**src/rtl/shift_sequencer.sv**
```systemverilog
// shift_sequencer: multi-cycle N-bit shift controller driving an external
// single-bit shifter through a feedback accumulator.
// Optional feature macro: SHIFT_SEQ_EARLY_EXIT_EN -- when defined, a SHIFT
// sequence ends as soon as the shifter output stops changing (fixed point).
module shift_sequencer #(
  parameter int DATA_W = 16,
  parameter int AMT_W  = 4
) (
  input  logic              clk,
  input  logic              rst_n,
  input  logic              start,
  input  logic [1:0]        op,
  input  logic [AMT_W-1:0]  amount,
  input  logic [DATA_W-1:0] din,
  output logic              busy,
  output logic              done,
  output logic [DATA_W-1:0] dout,
  output logic [DATA_W-1:0] sh_in,
  output logic [1:0]        sh_shift,
  input  logic [DATA_W-1:0] sh_out
);

  typedef enum logic [1:0] {
    S_IDLE  = 2'd0,
    S_SHIFT = 2'd1,
    S_DONE  = 2'd2
  } state_t;

  state_t            state_q, state_d;
  logic [DATA_W-1:0] acc_q, acc_d;
  logic [AMT_W-1:0]  cnt_q, cnt_d;
  logic [1:0]        op_q, op_d;
  logic              busy_q, busy_d;
  logic              done_q, done_d;
  logic [1:0]        sh_shift_q, sh_shift_d;

  // Next-state, datapath and registered-output computation.
  always_comb begin
    state_d = state_q;
    acc_d   = acc_q;
    cnt_d   = cnt_q;
    op_d    = op_q;
    case (state_q)
      S_IDLE: begin
        if (start) begin
          acc_d = din;
          op_d  = op;
          cnt_d = amount;
          // Nothing to iterate: report the operand straight away.
          if ((amount == '0) || (op == 2'b00)) begin
            state_d = S_DONE;
          end else begin
            state_d = S_SHIFT;
          end
        end
      end
      S_SHIFT: begin
        acc_d = sh_out;
        cnt_d = cnt_q - AMT_W'(1);
        if (cnt_q == AMT_W'(1)) begin
          state_d = S_DONE;
        end
`ifdef SHIFT_SEQ_EARLY_EXIT_EN
        // Further steps cannot change a value the shifter maps onto itself.
        else if (sh_out == acc_q) begin
          state_d = S_DONE;
        end
`endif
      end
      S_DONE: begin
        state_d = S_IDLE;
      end
      default: begin
        state_d = S_IDLE;
      end
    endcase

    // Outputs are registered, so they are derived from the next state.
    busy_d     = (state_d != S_IDLE);
    done_d     = (state_d == S_DONE);
    sh_shift_d = (state_d == S_SHIFT) ? op_d : 2'b00;
  end

  // State and output registers; reset aborts any operation in flight.
  always_ff @(posedge clk or negedge rst_n) begin
    if (!rst_n) begin
      state_q    <= S_IDLE;
      acc_q      <= '0;
      cnt_q      <= '0;
      op_q       <= 2'b00;
      busy_q     <= 1'b0;
      done_q     <= 1'b0;
      sh_shift_q <= 2'b00;
    end else begin
      state_q    <= state_d;
      acc_q      <= acc_d;
      cnt_q      <= cnt_d;
      op_q       <= op_d;
      busy_q     <= busy_d;
      done_q     <= done_d;
      sh_shift_q <= sh_shift_d;
    end
  end

  assign busy     = busy_q;
  assign done     = done_q;
  assign dout     = acc_q;
  assign sh_in    = acc_q;
  assign sh_shift = sh_shift_q;

endmodule

```
**config.mk**
```make
export PLATFORM = sky130hd
export DESIGN_NAME = shift_sequencer
export DESIGN_NICKNAME = d
export VERILOG_FILES = /design/src/rtl/shift_sequencer.sv
export SDC_FILE = /design/constraint.sdc
export NUM_CORES = 1
export LEC_CHECK = 0
export ABC_AREA = 1
export CORE_ASPECT_RATIO = 0.8
export CORE_UTILIZATION = 66
export DETAILED_ROUTE_END_ITERATION = 10
export DONT_BUFFER_PORTS = 1
export GPL_ROUTABILITY_DRIVEN = 0
export GPL_TIMING_DRIVEN = 0
export PLACE_DENSITY = 0.82
export SLEW_MARGIN = 20
export SYNTH_ARGS = -nofsm -noshare
export SYNTH_HDL_FRONTEND = slang
export SYNTH_SLANG_ARGS = --single-unit
```
**constraint.sdc**
```tcl
create_clock -name clk -period 2.97 [get_ports clk]
set_input_delay 0.297 -clock clk [delete_from_list [all_inputs] [get_ports clk]]
set_output_delay 0.297 -clock clk [all_outputs]
set_load 0.02 [all_outputs]
```
==> metrics.txt, run 1 <==
commonest cells after routing, fill and taps aside nand2_1, dfrtp_1, o21ai_0, nor2_1, buf_4; total CTS buffers 3; top cells by area, synth dfrtp_1, nand2_1, buf_4, o21ai_0, nor2_1; WP buf/inv 1; pre-CTS setup slack approximately 1.7 ns; Final WS setup 1.618 ns; RSZ-0062 raised after global routing false; Avg Inst Size Synth 8.205 µm²; CP arrival about 1.1 ns; fin crit period between 1 and 1.5 ns; Switch Pwr 1.064 mW; Row Count 14; chip height 43.60 µm; worst path cell trace buf_4; Nets between 200 and 250; CP Launch Type register; fin cells 204; Hold Fails Final Rpt 0; Max stage delay cell, worst path dfrtp_1; Seq cells post-synth 28; Clk pwr share between 10% and 20%; clock root buffer clkbuf_4; CP peak stage delay around 0.52 ns; global-route wire length before repair between 4000 and 5000 µm; Net Sw Frac around half; cell area after synthesis roughly 1400 µm²; global route overflow 0; # diodes 0; critical path type register to output pin; die area approximately 2400 µm²; Post-DP HPWL ~2200 µm; max-cap violation count 0; worst hold margin about 0.10 ns; Yosys top cell by area dfrtp_1; Post-Syn Nets around 220; outcome completed; setup TNS 0 ns; # Post-CTS Setup Buffers 0; post-layout util around four fifths; H-tree Lvls 1; Clock Skew 0.007258 ns; Cells after Synth around 170; DRC viols 0; VDD IR max a little under 0.001 V; Clock Latency Late Sink approximately 0.34 ns; # IOs 77; Period Utilization, post-route between 40% and 50%; placed cell count just under 200; ANT nets after route 0; DRT Wirelength about 3200 µm; Comb pwr share a little under half; Max Clk Rate 739.5 MHz; slew at the pin closest to its max-slew limit between 0.2 and 0.3 ns; PortBufs 0; CORE AREA 1962 µm²; Starting Density between 70 and 80%; Top delay family on crit path flip-flops; Synth top area share 49.08%; Hold Crit Class input port to register; vias around 1200; clk slew on worst S/H paths approximately 0.15 ns; register area share after synthesis 49.08%; initial antenna violation count 0; CTS tree built; largest net degree at the start of global routing 29; Ys Warns 0; CP required 2.67 ns; Global Route Usage Sum between 20% and 30%; Worst slew margin 82.61%; Unique masters post-synth 19; clk buf depth 2; vias in the first global route approximately 1100; initial DRC count 39; layout cells sized above 1 between 10% and 20%; vias per cell around 6.0; Pleak between 0.7 and 0.8 nW; area delta synth->final 7.888%; crit end category output pin; TritonRoute pass-1 iters 4; setup violators final 0; most common cell after layout, fill and taps aside nand2_1; Die Width between 50 and 60 µm; pwr dens approximately 1400 nW/µm²; Max Slew Vio Count 0; share of power burned in registers between 40% and 50%; Cell Int Power approximately 1.1 mW; drt wl/cell ~16 µm; maximum fanout along the worst path 3; clk sinks 28
kinds of logic after synthesis:
kind of cell             synth area share (%)
AND/OR/NAND/NOR                         21.12
AO/OA/AOI/OAI                           14.11
buffers and inverters                   13.93
flip-flops                              49.08
adder cells (fa/ha/maj)                 1.753
worst paths after layout:
| path | startpoint | slack [ns] | to | cells after the start |
|---|---|---|---|---|
| min reg2reg | cnt_q[2]$_DFFE_PN0P_ | 0.56 | cnt_q[2]$_DFFE_PN0P_ | 1 |
| max reg2reg | state_q[0]$_DFF_PN0_ | 1.66 | cnt_q[3]$_DFFE_PN0P_ | 6 |
| max in group asynchronous | rst_n | 2.44 | op_q[0]$_DFF_PN0_ | 2 |
| min | amount[2] | 0.10 | cnt_q[2]$_DFFE_PN0P_ | 2 |
| min in group asynchronous | rst_n | 0.37 | dout[15]$_DFFE_PN0P_ | 2 |
| max | dout[15]$_DFFE_PN0P_ | 1.62 | sh_in[15] | 1 |
worst reg2reg max path: stages, from the launching register on:
cell,delay (ns)
dfrtp_1,0.48
inv_2,0.08
nor2_4,0.21
buf_4,0.22
nand3_1,0.11
nand2_1,0.08
nand2_1,0.05
through the flow:
stage	total power [mW]	instance area [µm²]
2_1_floorplan	1.678	1428
3_3_place_gp	1.810	1458
3_5_place_dp	1.860	1458
4_1_cts	2.133	1540
5_1_grt	2.292	1540
6_report	2.137	1540
cell usage after synthesis, drive strengths merged:
cell,instances
nand2,41
o21ai,34
dfrtp,28
nor2,24
buf,21
inv,12
nand3,7
a21oi,2
ha,2
o211ai,2
o22ai,1
registers in the layout, summed over array words and instances (netlist names):
signal    cells
sh_shift      2
op_q          2
cnt_q         4
dout         16
done          1
state_q       2
busy          1
routing by layer:
| metal | track usage [%] | share of wire [%] | vias up |
|---|---|---|---|
| met5 | 0 | 0 | - |
| met4 | 6.667 | 1.4 | 0 |
| met3 | 9.474 | 8.8 | 10 |
| met2 | 52.10 | 50 | 80 |
| met1 | 35.58 | 39 | 574 |
| li1 | - | - | 556 |
final cells by class:
class                   instances  area [µm²]
flip-flops and latches         28       700.7
multi-input cells             113       528.0
fillers                       141       421.7
plain buffers                  21       153.9
inverters                      12       45.04
clock inverters                 1       30.03
repair buffers                  2       30.03
well taps                      24       30.03
clock buffers                   3       22.52
power groups by stage:
stage	Combinational, mW	Clock [mW]	Sequential, mW
final	0.980	0.253	0.903
after global routing	1.10	0.264	0.926
after CTS	0.982	0.251	0.900
after detailed placement	0.952	0	0.907
after global placement	0.913	0	0.897
after floorplan	0.809	0	0.869
repair_timing:
action / CTS / global route
hold endpoints to repair: 28 / 0
resized for setup: 0 / 0
hold buffers: 2 / 0
No activity file was read; power rests on OpenSTA's default activity.
==> inputs of run 2 (changes only) <==
- CORE_UTILIZATION: 66 -> 55
- PLACE_DENSITY: 0.82 -> 0.73
- clock period: 2.97 -> 1.1 ns (I/O delays scaled with it)
==> run 2 against run 1 <==
The run now ends with setup timing left. Final cell count is 31% higher. Count of clock-buffer cells in the layout is 1 higher. Clock skew is 0.0027 ns lower. Global-route usage is 3.3 points higher.
==> metrics.txt, run 2 (synthesis results as in run 1) <==
Nets 275 (+23%); ANT nets after route 0 (unchanged); # IOs 77 (unchanged); vias 1638 (+34%); crit end category register; slew at the pin closest to its max-slew limit 0.2933 ns (+0.03262 ns); number of flip-flops under the largest register name 16 (unchanged); max-cap violation count 0 (unchanged); critical path type register to register; vias per cell 6.135 (+2.6%); design area 2282 µm² (+48%); global-route wire length before repair 6492 µm (+35%); commonest cells after routing, fill and taps aside dlygate4sd3_1, nand2_1, buf_6, nor2_1, o21ai_1; outcome finished, violations left; H-tree Lvls 1 (unchanged); vias in the first global route 1402 (+28%); RSZ-0062 raised after global routing true; layout cells sized above 1 40.26% (+21 points); global route overflow 0 (unchanged); worst reg-to-reg path cell count 5 (-1); Final WS setup -0.1685 ns (-1.786 ns); die area 2805 µm² (+19%); CP required 1.31 ns (-1.36 ns); total CTS buffers 3 (unchanged); maximum fanout along the worst path 4 (+1); clk sinks 28 (unchanged); clock root buffer clkbuf_4; CP Launch Type register; VDD IR max 0.002002 V (+100%); Hold Crit Class input port to register; initial antenna violation count 0 (unchanged); clk buf depth 2 (unchanged); Global Route Usage Sum 33.03% (+3.3 points); post-layout util 92.68% (+14 points); Worst slew margin 80.36% (-2.2 points); most common cell after layout, fill and taps aside dlygate4sd3_1; Die Width 58.96 µm (+9.2%); DRC viols 0 (unchanged); DRT Wirelength 5816 µm (+81%); violated checks setup timing; Max Slew Vio Count 0 (unchanged); Post-DP HPWL 2178 µm (+0.61%); CP arrival 1.48 ns (+0.42 ns); combined area of the multi-input logic cells 661.9 µm² (+25%); fin crit period approximately 1.3 ns; initial DRC count 203 (+420%); CTS tree built; Max stage delay cell, worst path dfrtp_1; clk slew on worst S/H paths 0.16 ns (about the same); drt wl/cell 21.78 µm (+39%); Max Clk Rate just under 800 MHz; fill count 85 (-40%); sequential cell area 720.7 µm² (+2.9%); hold path depth 4 (+2); area delta synth->final 59.86%; setup violators final 43 (+43); # diodes 0 (unchanged); TritonRoute pass-1 iters 5 (+1); Pleak 1.014 nW (+35%); chip height 47.57 µm (+9.1%); CP peak stage delay 0.44 ns (-0.08 ns); largest net degree at the start of global routing 29 (unchanged); Clock Skew 0.004584 ns (-0.002674 ns); worst path cell trace inv_2, buf_4, nand3_2, nand3_1, o211ai_1; CORE AREA 2462 µm² (+26%); PortBufs 0 (unchanged); Row Count 16 (+2); pwr dens 3313 nW/µm² (+140%); Hold Fails Final Rpt 0 (unchanged); Starting Density 57.98% (-15 points); DP Area 1473 µm² (+1.0%); Clock Latency Late Sink 0.34 ns (about the same); Period Utilization, post-route 115.3%
run 2: repair_timing:
item | in CTS | in global routing
hold endpoints to repair | 49 | 1
gates resized for setup | 71 | 32
buffers inserted | 6 | 6
pin swaps | 4 | 13
setup endpoints to repair | 42 | 43
cloned | 2 | 0
hold buffers | 38 | 1
run 2: area by class of cell:
class / count / area share (%)
Buffer: 21 / 10.20
Clock buffer: 4 / 1.590
Inverter: 12 / 2.303
Multi-Input combinational cell: 113 / 29.00
Sequential cell: 28 / 31.58
Tap cell: 36 / 1.974
Timing Repair Buffer: 53 / 23.36
run 2: power breakdown:
| part | internal (mW) | leakage, nW | switching, mW |
|---|---|---|---|
| logic | 1.91 | 0.678 | 2.47 |
| clock network | 0.203 | 0.0210 | 0.323 |
| registers | 1.61 | 0.315 | 1.04 |
| total | 3.72 | 1.01 | 3.84 |
run 2: worst max-delay path, delay by kind of cell, from the launching register on:
family	cells	cell delay, ns
buffers and inverters	2	0.27
and+or+nand+nor	2	0.27
DFF	1	0.44
AOI/OAI and AO/OA	1	0.16
run 2: through the flow:
step | hold slack [ns] | std cells | setup TNS [ns] | power, mW | worst slack, ns
floorplan | -0.1856 | 174 | 0 | 4.531 | 0.006653
global placement | -0.1851 | 210 | -1.660 | 4.900 | -0.1411
detailed placement | -0.1853 | 210 | -2.348 | 5.009 | -0.1717
CTS | 0.003922 | 260 | -1.018 | 6.533 | -0.07586
global route | 0.01336 | 267 | -4.352 | 7.952 | -0.1831
finish | 0.008709 | 267 | -2.801 | 7.562 | -0.1685
run 2: worst paths after layout:
kind                                         to            startpoint  slack (ns)
min in group asynchronous        done$_DFF_PN0_                 rst_n        0.19
max reg2reg                cnt_q[2]$_DFFE_PN0P_  state_q[1]$_DFF_PN0_       -0.17
min                        cnt_q[3]$_DFFE_PN0P_             amount[3]       0.009
max                        cnt_q[2]$_DFFE_PN0P_  state_q[1]$_DFF_PN0_       -0.17
min reg2reg                   op_q[0]$_DFF_PN0_     op_q[0]$_DFF_PN0_        0.60
max in group asynchronous   dout[6]$_DFFE_PN0P_                 rst_n        0.74
run 2: per-layer routing:
layer  routed length [µm]  vias up  global-route usage, %  share of wire, %
li1                     -      664                      -                 -
met1                 1969      758                  37.24                34
met2                 2846      171                  57.50                49
met3                  613       45                  10.27                11
met4                  386        0                  19.05               6.6
met5                    0        -                      0                 0
==> inputs of run 3 (changes only) <==
- CORE_UTILIZATION: 55 -> 58
- CTS_BUF_LIST: unset -> sky130_fd_sc_hd__clkbuf_8
- PLACE_DENSITY: 0.73 -> 0.76
==> run 3 against run 2 <==
The flow finishes with violations (DRC, hold timing, setup timing). Sequential cell count stayed put. Count of clock-buffer cells in the layout did not move. Clock skew down 0.0014 ns. Non-clock buffer count down 39. Clock power rose by 20%. Die area decreased by 5.0%.
==> metrics.txt, run 3 (synthesis results as in run 1) <==
Clock Skew 0.003152 ns (-0.001432 ns); Max Clk Rate 869.3 MHz (+10%); most common cell after layout, fill and taps aside nand2_1; Period Utilization, post-route 104.6% (-11 points); critical path type register to register; clk buf depth 2 (unchanged); CP peak stage delay 0.41 ns (-0.03 ns); CP Launch Type register; global-route wire length before repair 4643 µm (-28%); # diodes 0 (unchanged); chip height 46.38 µm (-2.5%); die area 2665 µm² (-5.0%); setup TNS -0.3264 ns (+2.475 ns); CTS tree built; Critical R2R Launch state_q[1]$_DFF_PN0_; violated checks DRC, hold timing, setup timing; PortBufs 0 (unchanged); Starting Density 63.92% (+5.9 points); fin cells 218 (-18%); Final Total Pwr 6.524 mW (-14%); Hold Path End dout[0]$_DFFE_PN0P_; maximum fanout along the worst path 4 (unchanged); CORE AREA 2233 µm² (-9.3%); Global Route Usage Sum 23.67% (-9.4 points); vias 1234 (-25%); worst reg-to-reg path cell count 5 (unchanged); Hold Crit Class input port to register; Row Count 15 (-1); crit end category register; TritonRoute pass-1 iters 7 (+2); Die Width 57.47 µm (-2.5%); H-tree Lvls 1 (unchanged); placed cell count 199 (-5.2%); max-cap violation count 0 (unchanged); vias in the first global route 1047 (-25%); VDD IR max 0.001718 V (-14%); RSZ-0062 raised after global routing true; Final WS setup -0.05036 ns (+0.1181 ns); global route overflow 0 (unchanged); worst hold margin -0.01008 ns (-0.01879 ns); initial antenna violation count 0 (unchanged); number of flip-flops under the largest register name 16 (unchanged); # IOs 77 (unchanged); total CTS buffers 3 (unchanged); clk slew on worst S/H paths 0.09 ns (-0.07 ns); setup violators final 18 (-58%); hold path depth 2 (-2); CP arrival 1.34 ns (-0.14 ns); area delta synth->final 24.98%; Max Slew Vio Count 0 (unchanged); layout cells sized above 1 31.09% (-9.2 points); Hold Fails Final Rpt 5 (+5); clock root buffer clkbuf_8; largest net degree at the start of global routing 29 (unchanged); CP required 1.29 ns (-0.02 ns); DRC viols 6 (+6); DRT Wirelength 3195 µm (-45%); Nets 237 (-14%); Post-DP HPWL 2044 µm (-6.1%); FF-to-FF End cnt_q[2]$_DFFE_PN0P_; commonest cells after routing, fill and taps aside nand2_1, o21ai_1, buf_4, dfrtp_1, nor2_1; drt wl/cell 14.66 µm (-33%); Worst slew margin 83.29% (+2.9 points); most used cell, CP buf_6; pwr dens 3656 nW/µm² (+10%); vias per cell 5.661 (-7.7%); FF-to-FF setup slack -0.05 ns (+0.12 ns); worst path cell trace buf_6, nor2_4, buf_6, nand2_4, o211ai_1; Pleak 0.8543 nW (-16%); Hold Startpoint din[0]; Clock Latency Late Sink 0.27 ns (-0.07 ns); Top delay family on crit path flip-flops; ANT nets after route 0 (unchanged); slew at the pin closest to its max-slew limit 0.2506 ns (-0.04267 ns); outcome finished, violations left; initial DRC count 44 (-78%); WP buf/inv 2 (unchanged); Max stage delay cell, worst path dfrtp_1; fin crit period 1.150 ns (-0.1181 ns); clk sinks 28 (unchanged)
-- run 3: metrics by stage --
step | util, % | hold slack (ns) | worst slack, ns | area (µm²)
CTS | 74.12 | 0.001448 | -0.01893 | 1655
floorplan | - | -0.1856 | 0.006653 | 1428
global route | 79.89 | 0.002601 | -0.1045 | 1784
finish | 79.89 | -0.01008 | -0.05036 | 1784
detailed placement | 65.32 | -0.1852 | -0.1610 | 1459
global placement | 65.32 | -0.1851 | -0.1379 | 1459
-- run 3: routing by layer --
layer  share of wire, %  vias to the layer above  wire [µm]  GRT usage (%)
met4                1.7                        0         53          4.878
met2                 49                       58       1564          41.40
met3                8.5                        7        271          8.427
met1                 41                      581       1305          28.70
li1                   -                      588          -              -
met5                  0                        -          0              0
-- run 3: cell type report --
class | instances | area [µm²]
multi-input combinational | 114 | 615.6
inverter | 12 | 52.55
fill | 146 | 449.2
timing repair buffer | 15 | 158.9
tap | 25 | 31.28
buffer | 20 | 165.2
sequential | 28 | 705.7
clock buffer | 4 | 55.05
-- run 3: power breakdown --
group / total [mW] / switching, mW / internal (mW) / leakage (nW)
registers: 2.44 / 0.881 / 1.56 / 0.328
logic: 3.45 / 1.93 / 1.52 / 0.498
clock network: 0.630 / 0.309 / 0.321 / 0.0288
-- run 3: repair_timing --
action,4_1_cts,5_1_grt
hold buffers,2,1
endpoints found under the hold margin,28,1
gates resized for setup,17,40
gates cloned,2,1
endpoints found under the setup margin,24,26
buffers inserted,8,2
pin swaps,4,11
-- run 3: how the worst max path moves through the flow --
stage                          from                    to  slack [ns]  cells after the start
2_1_floorplan  state_q[1]$_DFF_PN0_   dout[0]$_DFFE_PN0P_       0.007                      7
6_report       state_q[1]$_DFF_PN0_  cnt_q[2]$_DFFE_PN0P_       -0.05                      5
4_1_cts        state_q[1]$_DFF_PN0_   dout[5]$_DFFE_PN0P_       -0.02                      6
3_3_place_gp   state_q[1]$_DFF_PN0_   dout[0]$_DFFE_PN0P_       -0.14                      6
5_1_grt        state_q[1]$_DFF_PN0_  dout[14]$_DFFE_PN0P_       -0.10                      5
3_5_place_dp   state_q[1]$_DFF_PN0_   dout[6]$_DFFE_PN0P_       -0.16                      6
==> edit 1: new RTL, settings of run 2 <==
`DATA_W`: 16 -> 12.
--- a/src/rtl/shift_sequencer.sv
+++ b/src/rtl/shift_sequencer.sv
@@ -3,7 +3,7 @@
 // Optional feature macro: SHIFT_SEQ_EARLY_EXIT_EN -- when defined, a SHIFT
 // sequence ends as soon as the shifter output stops changing (fixed point).
 module shift_sequencer #(
-  parameter int DATA_W = 16,
+  parameter int DATA_W = 12,
   parameter int AMT_W  = 4
 ) (
   input  logic              clk,
Ports: changed (resized din, dout, sh_in and sh_out); port bits go from 77 to 61. No check against the original RTL was run, so the function may have changed too.
==> edit 1 against run 2 <==
- the run still ends with setup timing left
- clock power decreased by 4.2%
- worst setup slack improved by 0.0036 ns
- worst hold slack improved by 0.016 ns
- design area fell by 17%
- area after synthesis fell by 14%
- cell count shrank 18%
- total power shrank 18%
- routed wire length fell by 15%
- sequential cell count fell by 4
- clock skew about the same
- via count fell by 16%
- sequential share of layout area grew 0.92 points
==> edit 1: results <==
<?xml version="1.0" encoding="UTF-8"?>
<metrics>
  <group name="outcome">
    <metric name="outcome" unit="">finished with violations</metric>
    <metric name="failing_checks" unit="">setup timing</metric>
  </group>
  <group name="placed_design">
    <metric name="placed_cell_count" unit="">175</metric>
    <metric name="postPlaceCellArea" unit="um^2">1260</metric>
  </group>
  <group name="route">
    <metric name="routed_wl" unit="um">4940</metric>
    <metric name="post_drt_via_cell_ratio" unit="">6.29</metric>
    <metric name="detail_route.iter0.violations" unit="">71</metric>
  </group>
  <group name="die">
    <metric name="fp.dieW" unit="um">54.8</metric>
  </group>
  <group name="finish">
    <metric name="nNetsFinal" unit="">231</metric>
    <metric name="largest_register_ffs" unit="">12</metric>
    <metric name="num-multi-input-gates" unit="">99</metric>
    <metric name="bufAreaShareNonClock" unit="%">30.7</metric>
    <metric name="clock_cell_area_share" unit="%">1.91</metric>
    <metric name="drive_gt1_share" unit="%">41.0</metric>
    <metric name="fraction_of_area_in_multi_input_gates" unit="%">30.9</metric>
  </group>
  <group name="yosys">
    <metric name="ys_top_cells_by_area" unit="">sky130_fd_sc_hd__dfrtp_1, sky130_fd_sc_hd__nand2_1, sky130_fd_sc_hd__o21ai_1</metric>
    <metric name="synth_top_cells_by_count" unit="">sky130_fd_sc_hd__nand2_1, sky130_fd_sc_hd__dfrtp_1, sky130_fd_sc_hd__o21ai_1</metric>
    <metric name="syn_area_per_cell" unit="um^2">8.12</metric>
    <metric name="synth_sequential_area_ratio" unit="%">49.0</metric>
  </group>
  <group name="sta">
    <metric name="timing.hold.ws" unit="ns">0.0245</metric>
    <metric name="report.final.setup_viol" unit="">28</metric>
    <metric name="post-route-worst-setup-slack" unit="ns">-0.165</metric>
    <metric name="clock_skew" unit="ns">0.00442</metric>
  </group>
  <group name="grt">
    <metric name="grt_start_max_net_pins" unit="">25</metric>
  </group>
  <group name="clocking">
    <metric name="cts_setup_buffers" unit="">9</metric>
    <metric name="cts_resized" unit="">38</metric>
    <metric name="ctsHoldBuffers" unit="">26</metric>
  </group>
  <group name="pwr">
    <metric name="netSwitchingFraction" unit="%">50.7</metric>
    <metric name="ir_drop" unit="mV">2.62</metric>
  </group>
  <group name="worst_setup_path">
    <metric name="r2r_end" unit="">dout[5]</metric>
    <metric name="timing.critical_path.fanout_max" unit="">5</metric>
  </group>
  <group name="hold_path">
    <metric name="worstHoldEndpoint" unit="">op_q[0]</metric>
  </group>
</metrics>
==> edit 1: changes by cell type in the layout (fill, tap and decap cells not counted), moves of 3 or more <==
cell	run 2	this run
sky130_fd_sc_hd__dfrtp_2	16	13
sky130_fd_sc_hd__buf_6	24	21
sky130_fd_sc_hd__nand2_2	9	6
sky130_fd_sc_hd__nor2_1	21	16
sky130_fd_sc_hd__o21ai_0	3	0
sky130_fd_sc_hd__buf_4	10	6
sky130_fd_sc_hd__dlygate4sd3_1	38	28
==> edit 1: per-layer routing <==
metal | track usage [%] | routed length (um)
met2 | 55.4 | 2330
met3 | 8.93 | 552
met4 | 7.18 | 339
met5 | 0 | 0
met1 | 33.8 | 1720
==> edit 1: kinds of logic (layout without fill, tap and decap cells) <==
kind of cell / Yosys count / count (layout) / synth area share, %
adder cells (fa/ha/maj): 2 / 2 / 2.04
AND/OR/NAND/NOR: 65 / 65 / 22.1
AO/OA/AOI/OAI: 32 / 32 / 13.3
buffers and inverters: 28 / 72 / 13.6
flip-flops: 24 / 24 / 49.0
==> edit 1: worst max-delay path by stage <==
stage	start	end	slack, ns	cells past startpoint
global placement	state_q[1]	cnt_q[1]	-0.13	6
CTS	state_q[1]	dout[6]	-0.03	6
floorplan	state_q[1]	cnt_q[1]	0.007	6
global route	state_q[1]	dout[5]	-0.34	5
finish	state_q[1]	dout[5]	-0.16	5
detailed placement	state_q[1]	dout[6]	-0.17	6
==> edit 1: power groups by stage <==
stage	Combinational [mW]	Clock, mW	Sequential (mW)
after floorplan	1.80	0	1.96
after global placement	2.04	0	2.01
after detailed placement	2.12	0	2.02
after CTS	2.73	0.476	2.04
after global routing	3.73	0.515	2.22
final	3.56	0.504	2.17
==> edit 2: new RTL, flow settings as in run 2 <==
Without the edit above. Register the output `done` once more, cleared by the reset; this adds one clock of latency there. The other outputs are not delayed to match.
--- a/src/rtl/shift_sequencer.sv
+++ b/src/rtl/shift_sequencer.sv
@@ -103,7 +103,13 @@
   end
 
   assign busy     = busy_q;
-  assign done     = done_q;
+  always_ff @(posedge clk or negedge rst_n) begin
+    if (!rst_n) begin
+      done <= '0;
+    end else begin
+      done <= done_q;
+    end
+  end
   assign dout     = acc_q;
   assign sh_in    = acc_q;
   assign sh_shift = sh_shift_q;
Behaviour: not the same (a bounded check fails within 4 cycles, from zero or initial values and one cycle with rst_n low).
==> edit 2 against run 2 <==
- the flow finishes with violations (hold timing, setup timing)
- design area up 0.93%
- sequential cell count up 1
- worst setup slack worse by 0.085 ns
- area after synthesis rose by 1.8%
- critical path depth up 1
- utilization up 0.11 points
- via count shrank 3.7%
- synthesized cell count up 0.57%
- combinational power increased by 4%
- total power grew 6.3%
- clock power increased by 46%
- routed wire length increased by 0.46%
- critical path type unchanged
==> edit 2: results <==
<?xml version="1.0" encoding="UTF-8"?>
<metrics>
  <group name="clocking">
    <metric name="clock_tree.htree_level_count" unit="">2</metric>
    <metric name="tritoncts.num_buffers" unit="">5</metric>
  </group>
  <group name="pwr">
    <metric name="static-leakage-power" unit="nW">1.03</metric>
    <metric name="netSwitchingFraction" unit="%">50.6</metric>
    <metric name="ir_drop" unit="mV">2.53</metric>
  </group>
  <group name="placed_design">
    <metric name="postPlaceCellArea" unit="um^2">1500</metric>
    <metric name="dp_hpwl" unit="um">2250</metric>
    <metric name="placed_cell_count" unit="">211</metric>
  </group>
  <group name="route">
    <metric name="detail_route.iter0.violations" unit="">154</metric>
    <metric name="routedWlPerCell" unit="um">22.4</metric>
    <metric name="drt-pass1-iter-count" unit="">4</metric>
    <metric name="detailroute.via_count" unit="">1577</metric>
  </group>
  <group name="finish">
    <metric name="nNetsFinal" unit="">267</metric>
    <metric name="n_antenna_cell" unit="">0</metric>
    <metric name="drive_gt1_share" unit="%">43.1</metric>
  </group>
  <group name="sta">
    <metric name="report.final.hold_viol_count" unit="">1</metric>
    <metric name="post-route-worst-setup-slack" unit="ns">-0.253</metric>
    <metric name="tightestPinTransition" unit="ns">0.260</metric>
    <metric name="fin_setup_tns" unit="ns">-4.24</metric>
    <metric name="report.final.setup_viol" unit="">35</metric>
    <metric name="timing.hold.ws" unit="ns">-0.0181</metric>
  </group>
  <group name="hold_path">
    <metric name="hp-start" unit="">sh_out[14]</metric>
  </group>
  <group name="grt">
    <metric name="grt_pass1_vias" unit="">1417</metric>
    <metric name="grt_usage" unit="%">33.4</metric>
    <metric name="grt_start_max_net_pins" unit="">30</metric>
    <metric name="grt_use_met2" unit="%">56.4</metric>
    <metric name="met1_track_demand_over_resource" unit="%">37.3</metric>
  </group>
  <group name="yosys">
    <metric name="synth_sequential_area_ratio" unit="%">50.0</metric>
    <metric name="synth_top_cells_by_count" unit="">sky130_fd_sc_hd__nand2_1, sky130_fd_sc_hd__dfrtp_1, sky130_fd_sc_hd__o21ai_0</metric>
    <metric name="synth_cells" unit="">175</metric>
  </group>
  <group name="worst_setup_path">
    <metric name="timing.critical_path.fanout_max" unit="">6</metric>
  </group>
  <group name="outcome">
    <metric name="failing_checks" unit="">hold timing, setup timing</metric>
    <metric name="outcome" unit="">finished with violations</metric>
  </group>
</metrics>
edit 2: area by class of cell:
cell class	instances	area, um^2	area share [%]
Buffer	21	225	9.78
Timing Repair Buffer	42	462	20.0
Sequential cell	29	742	32.2
Clock inverter	1	5.00	0.217
Clock buffer	7	65.1	2.82
Inverter	12	52.6	2.28
Multi-Input combinational cell	113	707	30.7
Tap cell	36	45.0	1.96
edit 2: layer usage:
metal  vias to the layer above  share of wire [%]
met1                       753                 36
met2                       146                 49
met4                         0                4.0
met5                         -                  0
li1                        647                  -
met3                        31                 11
edit 2: cell families (layout without fill, tap and decap cells):
family	Yosys count	in the layout	share of synthesized area [%]
simple gates	72	72	20.8
compound gates	39	39	13.9
buf+inv	33	83	13.7
flops	29	29	50.0
fa+ha+maj	2	2	1.72
edit 2: worst paths after layout:
| path | slack [ns] | endpoint | depth (start not counted) |
|---|---|---|---|
| hold / removal | -0.02 | dout[14] | 2 |
| setup reg to reg | -0.25 | cnt_q[3] | 6 |
| setup / recovery | -0.25 | cnt_q[3] | 6 |
| hold reg to reg | 0.40 | done | 0 |
| max in group asynchronous | 0.67 | state_q[0] | 2 |
| min in group asynchronous | 0.24 | done | 2 |
edit 2: critical path, stage by stage, from the launching register on:
cell and delay, ns:
sky130_fd_sc_hd__dfrtp_1 0.44, sky130_fd_sc_hd__buf_6 0.14, sky130_fd_sc_hd__nor2_4 0.24, sky130_fd_sc_hd__buf_6 0.18
sky130_fd_sc_hd__nand3_2 0.07, sky130_fd_sc_hd__nand2_1 0.10, sky130_fd_sc_hd__nand2_1 0.07
edit 2: stage by stage:
step / total power [mW] / worst slack, ns / utilization (%)
finish: 8.04 / -0.253 / 92.8
global route: 8.37 / -0.292 / 92.8
CTS: 6.55 / -0.0411 / 82.4
detailed placement: 5.07 / -0.196 / 60.3
global placement: 4.95 / -0.148 / 60.3
floorplan: 4.58 / 0.00665 / -
edit 2: repair_timing:
action	4_1_cts	5_1_grt
gates resized for setup	45	69
buffers inserted	6	2
setup endpoints to repair	43	43
pin swaps	4	22
cloned	2	1
hold buffers	31	1
hold endpoints to repair	48	1
edit 2: power by group through the flow:
stage / logic, mW / registers (mW) / clock network [mW]
after global placement: 2.48 / 2.47 / 0
after floorplan: 2.18 / 2.40 / 0
after detailed placement: 2.58 / 2.49 / 0
after global routing: 4.80 / 2.76 / 0.811
final: 4.56 / 2.71 / 0.770
after CTS: 3.28 / 2.53 / 0.741
